**config.mk**
```make
export PLATFORM = sky130hd
export DESIGN_NAME = mc_ring_op
export DESIGN_NICKNAME = d
export VERILOG_FILES = /design/src/rtl/mc_ring_op.sv
export SDC_FILE = /design/constraint.sdc
export NUM_CORES = 1
export LEC_CHECK = 0
export BUFFER_PORTS_ARGS = -buffer_cell sky130_fd_sc_hd__buf_4
export CAP_MARGIN = 20
export CORE_ASPECT_RATIO = 1.2
export CORE_UTILIZATION = 40
export DETAILED_ROUTE_END_ITERATION = 16
export PLACE_DENSITY = 0.62
export SYNTH_ARGS = -nofsm -noshare
export SYNTH_HDL_FRONTEND = slang
export SYNTH_SLANG_ARGS = --single-unit
export TNS_END_PERCENT = 30
```
**constraint.sdc**
```tcl
create_clock -name CLK_I -period 8.5 [get_ports CLK_I]
set_clock_uncertainty 0.05 [all_clocks]
set_input_delay 1.275 -clock CLK_I [delete_from_list [all_inputs] [get_ports CLK_I]]
set_output_delay 1.275 -clock CLK_I [all_outputs]
set_load 0.05 [all_outputs]
```
**src/rtl/mc_ring_op.sv**
```systemverilog
// ---------------------------------------------------------------------------
// mc_ring_op
// Multi-cycle operator for the datapath operator pool. A start loads the two
// operands into a DEPTH-entry rotating register ring. The ring then rotates
// for LATENCY cycles. On the last rotation, ring entries 0 and 1 are combined
// under the mode that was latched at start.
//
// Optional build macro: MC_RING_SATURATE_EN
//    When defined, add and sub operate on signed two's complement values and
//    clamp to the signed range instead of wrapping.
//
// Ports:
//    CLK_I     clock, every state update happens on its rising edge
//    RST_I     asynchronous active-high reset
//    EN_I      global enable; while low, every register holds
//    START_I   operation request, honoured only when READY_O=1 and EN_I=1
//    MODE_I    00 add, 01 sub (r0-r1), 10 xor, 11 pass r0; latched on start
//    OP_A_I    operand A
//    OP_B_I    operand B
//    READY_O   high in IDLE or DONE (new start may be accepted)
//    BUSY_O    high while the ring is rotating (RUN)
//    VALID_O   high while a finished result is presented (DONE)
//    RESULT_O  registered result; holds until the next result is written
// ---------------------------------------------------------------------------
module mc_ring_op #(
   parameter int DATA_WIDTH = 32,
   parameter int DEPTH      = 3,
   parameter int LATENCY    = 3
) (
   input  logic                  CLK_I,
   input  logic                  RST_I,
   input  logic                  EN_I,
   input  logic                  START_I,
   input  logic [1:0]            MODE_I,
   input  logic [DATA_WIDTH-1:0] OP_A_I,
   input  logic [DATA_WIDTH-1:0] OP_B_I,
   output logic                  READY_O,
   output logic                  BUSY_O,
   output logic                  VALID_O,
   output logic [DATA_WIDTH-1:0] RESULT_O
);

   localparam int CNT_W = $clog2(LATENCY + 1);

   typedef enum logic [1:0] {
      IDLE = 2'd0,
      RUN  = 2'd1,
      DONE = 2'd2
   } state_t;

   state_t                state_q;
   state_t                state_d;
   logic [DATA_WIDTH-1:0] ring_q [DEPTH];
   logic [CNT_W-1:0]      cnt_q;
   logic [1:0]            mode_q;
   logic [DATA_WIDTH-1:0] result_q;
   logic [DATA_WIDTH-1:0] op_result;
   logic                  last_rot;
   logic                  accept;

   // The rotation that brings the count to LATENCY is the final one.
   assign last_rot = (cnt_q == CNT_W'(LATENCY - 1));
   assign accept   = EN_I && START_I && (state_q != RUN);

`ifdef MC_RING_SATURATE_EN
   // Clamp a sign-extended (DATA_WIDTH+1)-bit sum/difference to the signed
   // range. Overflow shows up as the two top bits disagreeing; the extra top
   // bit then carries the true sign and picks the clamp direction.
   function automatic logic [DATA_WIDTH-1:0] sat_clamp(input logic [DATA_WIDTH:0] s);
      if (s[DATA_WIDTH] != s[DATA_WIDTH-1]) begin
         sat_clamp = s[DATA_WIDTH] ? {1'b1, {(DATA_WIDTH-1){1'b0}}}
                                   : {1'b0, {(DATA_WIDTH-1){1'b1}}};
      end else begin
         sat_clamp = s[DATA_WIDTH-1:0];
      end
   endfunction

   logic [DATA_WIDTH:0] sum_ext;
   logic [DATA_WIDTH:0] diff_ext;
`endif

   // Result combiner. The result is captured on the final rotation edge, so it
   // works on the pre-rotation entries 1 and 2, which become entries 0 and 1
   // after that same edge.
   always_comb begin
      op_result = '0;
`ifdef MC_RING_SATURATE_EN
      sum_ext  = {ring_q[1][DATA_WIDTH-1], ring_q[1]} + {ring_q[2][DATA_WIDTH-1], ring_q[2]};
      diff_ext = {ring_q[1][DATA_WIDTH-1], ring_q[1]} - {ring_q[2][DATA_WIDTH-1], ring_q[2]};
`endif
      case (mode_q)
`ifdef MC_RING_SATURATE_EN
         2'b00: op_result = sat_clamp(sum_ext);
         2'b01: op_result = sat_clamp(diff_ext);
`else
         2'b00: op_result = ring_q[1] + ring_q[2];
         2'b01: op_result = ring_q[1] - ring_q[2];
`endif
         2'b10: op_result = ring_q[1] ^ ring_q[2];
         2'b11: op_result = ring_q[1];
      endcase
   end

   // State register. Reset aborts any operation in flight immediately.
   always_ff @(posedge CLK_I or posedge RST_I) begin
      if (RST_I) begin
         state_q <= IDLE;
      end else if (EN_I) begin
         state_q <= state_d;
      end
   end

   // Next-state logic. Starts that arrive during RUN are dropped, not queued;
   // a start seen in DONE immediately begins the next operation.
   always_comb begin
      state_d = state_q;
      if (EN_I) begin
         case (state_q)
            IDLE, DONE: if (START_I) state_d = RUN;
            RUN:        if (last_rot) state_d = DONE;
            default:    state_d = IDLE;
         endcase
      end
   end

   // Handshake outputs are decoded from the state register only, so BUSY_O
   // and VALID_O change only on a clock edge or on reset.
   always_comb begin
      READY_O = (state_q == IDLE) || (state_q == DONE);
      BUSY_O  = (state_q == RUN);
      VALID_O = (state_q == DONE);
   end

   // Datapath: ring load on accepted start, rotation and counting during RUN,
   // and result capture on the final rotation. Entries beyond index 2 load as
   // zero so the ring contents are fully defined for any DEPTH.
   always_ff @(posedge CLK_I or posedge RST_I) begin
      if (RST_I) begin
         for (int i = 0; i < DEPTH; i++) ring_q[i] <= '0;
         cnt_q    <= '0;
         mode_q   <= 2'b00;
         result_q <= '0;
      end else if (EN_I) begin
         if (accept) begin
            for (int i = 0; i < DEPTH; i++) ring_q[i] <= '0;
            ring_q[1] <= OP_A_I;
            ring_q[2] <= OP_B_I;
            cnt_q     <= '0;
            mode_q    <= MODE_I;
         end else if (state_q == RUN) begin
            for (int i = 0; i < DEPTH - 1; i++) ring_q[i] <= ring_q[i+1];
            ring_q[DEPTH-1] <= ring_q[0];
            cnt_q <= cnt_q + 1'b1;
            if (last_rot) result_q <= op_result;
         end
      end
   end

   assign RESULT_O = result_q;

endmodule

```
==> flow_summary.ini <==
[sta]
setup_tns_ns = 0
fin_crit_ns = 4.35
clock.fmax_mhz = 230
worst_slew_pin_slew_ns = 1.12
slew_headroom = 0.253
setup_viol = 0
period_share = 0.512
final-hold-violation-count = 0
finalMaxSlewViolations = 0
rsz0062_at_grt = false

[hold_path]
min_path_type = flip-flop to flip-flop

[route]
vias_per_cell = 5.76
wire_per_inst_um = 19.2
vias = 7503
drt_first_pass_iters = 5
drt_iter0_markers = 622
route.detailed.drc = 0
postRouteWirelength_mm = 25.0
ant_nets = 0

[grt]
grt_usage = 0.242
use_met1 = 0.354
antenna_found_initial = 0
top_usage_layer = met1
use_met3 = 0.0458
grt_max_degree = 74
gr-total-overflow = 0
grt_pass1_wl_mm = 40.3
grt_pass1_vias = 7294
use_met2 = 0.354

[clock_tree]
clkLatencyLatePin_ns = 0.44
cts_sinks = 134
cts_hold_buf = 0
cts_tree = yes
htreeDepth = 4
cts_inserted_buffers = 17
clk_pin_slew_ns = 0.06
cts_root_buf = clkbuf_16
clk_path_buf_depth = 2
postCtsSetupBuffers = 0
cts_resized = 0

[floorplanning]
fp-row-count = 57
initial_core_util = 0.412
io_pins = 105
coreArea_um2 = 20500
die_h_um = 161
die_x_um = 135
die_area_um2 = 21700

[critical_path]
path_max_fanout = 8
path_cells = nor4_1, nand3_1, nor3_1, a41oi_1, xnor2_1, ha_1, a21o_1, a21o_1, a21oi_1, a21bo_2, a221o_1, a31oi_1, nor2_1, nand3b_1
cpMostUsedCell = a21o_1
cp-end-kind = flip-flop
crit_slowest_cell = nor3_1
crit_type = flip-flop to flip-flop
critPathLaunchType = flip-flop
critPathArrivalTime_ns = 4.61
cp_data_required_time_ns = 8.77
slowest_delay_ns = 0.57

[synth]
synth_nets = 1072
syn_area_um2 = 8430
synth_top_area_share = 0.398
ys_types = 55
synth.largest_area_cell = dfrtp_1
avgSynthCellArea_um2 = 8.71
synthArstFlopShare = 1.00
ys_seq_area_frac = 0.398
synth_warnings = 0
synth-edff-count = 0
synth_ff_type = dfrtp_1
ys_ff_latch = 134
syn_inst = 968
synth.area.top_cells = dfrtp_1 (40%), xnor2_1 (6.9%), a21oi_1 (6.8%)

[outcome]
status = finished clean

[layout]
nNetsFinal = 1128
syn_to_final_growth_pct = 17.8
drive_above_1_share = 0.153
diodes = 0

[place]
hpwl_mm = 17.9
place_congestion = 0.912
port_buffers = 104

[run]
maxCapViolCount = 0
-- cell families after synthesis --
| family | Yosys count | synth area share |
|---|---|---|
| mux | 19 | 0.0229 |
| buf+inv | 89 | 0.0402 |
| xor+xnor | 89 | 0.0924 |
| flops | 134 | 0.398 |
| compound gates | 335 | 0.247 |
| simple gates | 268 | 0.149 |
| fa+ha+maj | 34 | 0.0513 |
-- cells in the final DEF, fill, tap and decap left out, drive strengths merged, types with 14 or more instances in the layout --
cell	n
inv	14
ha	33
mux2i	17
buf	114
nand2b	28
a21o	21
clkbuf	22
xnor2	66
o21ai	64
a22o	31
xor2	23
nand2	74
dfrtp	134
nand3	15
nor2	90
a21oi	115
o22ai	53
-- Yosys cell counts (4+ instances only) --
master and count:
dfrtp_1 134, a21oi_1 115, nor2_1 90, nand2_1 74, clkbuf_1 68, xnor2_1 66
o21ai_0 61, o22ai_1 53, ha_1 33, a22o_1 31, nand2b_1 28, xor2_1 23
a21o_1 21, mux2i_1 17, nand3_1 15, inv_1 12, nor2b_1 11, and3_1 10
nand4_1 10, nor4_1 10, o21a_1 10, nor3_1 9, a31oi_1 8, buf_1 5
o31ai_1 5, a211oi_1 4, buf_2 4
-- critical path, delay by kind of cell (launching register included) --
| kind | cells | cell delay, ns |
|---|---|---|
| AOI/OAI and AO/OA | 7 | 1.59 |
| and+or+nand+nor | 5 | 1.53 |
| adders and majority gates | 1 | 0.39 |
| xor gates and xnor gates | 1 | 0.19 |
| DFF | 1 | 0.48 |
-- area by class of cell --
cell class | count | area (µm²)
Multi-Input combinational cell | 745 | 4750
Sequential cell | 134 | 3350
Tap cell | 265 | 332
Clock buffer | 22 | 474
Fill cell | 1983 | 10500
Inverter | 12 | 47.5
Clock inverter | 10 | 120
Timing Repair Buffer | 114 | 856
-- worst paths after layout --
check                                              start                        to  slack [ns]  cells after the start
worst min-delay path            RESULT_O[21]$_DFFE_PP0P_  RESULT_O[21]$_DFFE_PP0P_        0.43                      2
min in group asynchronous                          RST_I    ring_q[72]$_DFFE_PP0P_        0.99                      2
worst max-delay path               ring_q[2]$_DFFE_PP0P_  RESULT_O[31]$_DFFE_PP0P_        4.15                     14
worst max register to register     ring_q[2]$_DFFE_PP0P_  RESULT_O[31]$_DFFE_PP0P_        4.15                     14
worst min register to register  RESULT_O[21]$_DFFE_PP0P_  RESULT_O[21]$_DFFE_PP0P_        0.43                      2
max in group asynchronous                          RST_I    ring_q[21]$_DFFE_PP0P_        6.05                      3
-- metal layers --
layer	part of all wire	wire, µm	vias to the layer above
met5	0	0	-
met4	0.023	582	0
met3	0.055	1370	48
met2	0.44	10900	258
met1	0.48	12100	3611
li1	-	-	3586
-- metrics by stage --
| stage | worst slack (ns) | instances | utilization | area (µm²) | hold WS (ns) |
|---|---|---|---|---|---|
| after floorplan | 3.59 | 968 | - | 8430 | 0.400 |
| after global placement | 4.25 | 1270 | 0.456 | 9340 | 0.416 |
| after detailed placement | 4.23 | 1270 | 0.456 | 9340 | 0.420 |
| after CTS | 4.22 | 1302 | 0.485 | 9940 | 0.434 |
| after global routing | 3.84 | 1302 | 0.485 | 9940 | 0.458 |
| final | 4.15 | 1302 | 0.485 | 9940 | 0.427 |
-- state kept, by name, summed over array words and instances (netlist names) --
name,cells
cnt_q,2
mode_q,2
RESULT_O,32
state_q,2
ring_q,96
Power is not shown: default switching activity piles up to over one toggle a cycle in this logic, so the estimate is an artifact.
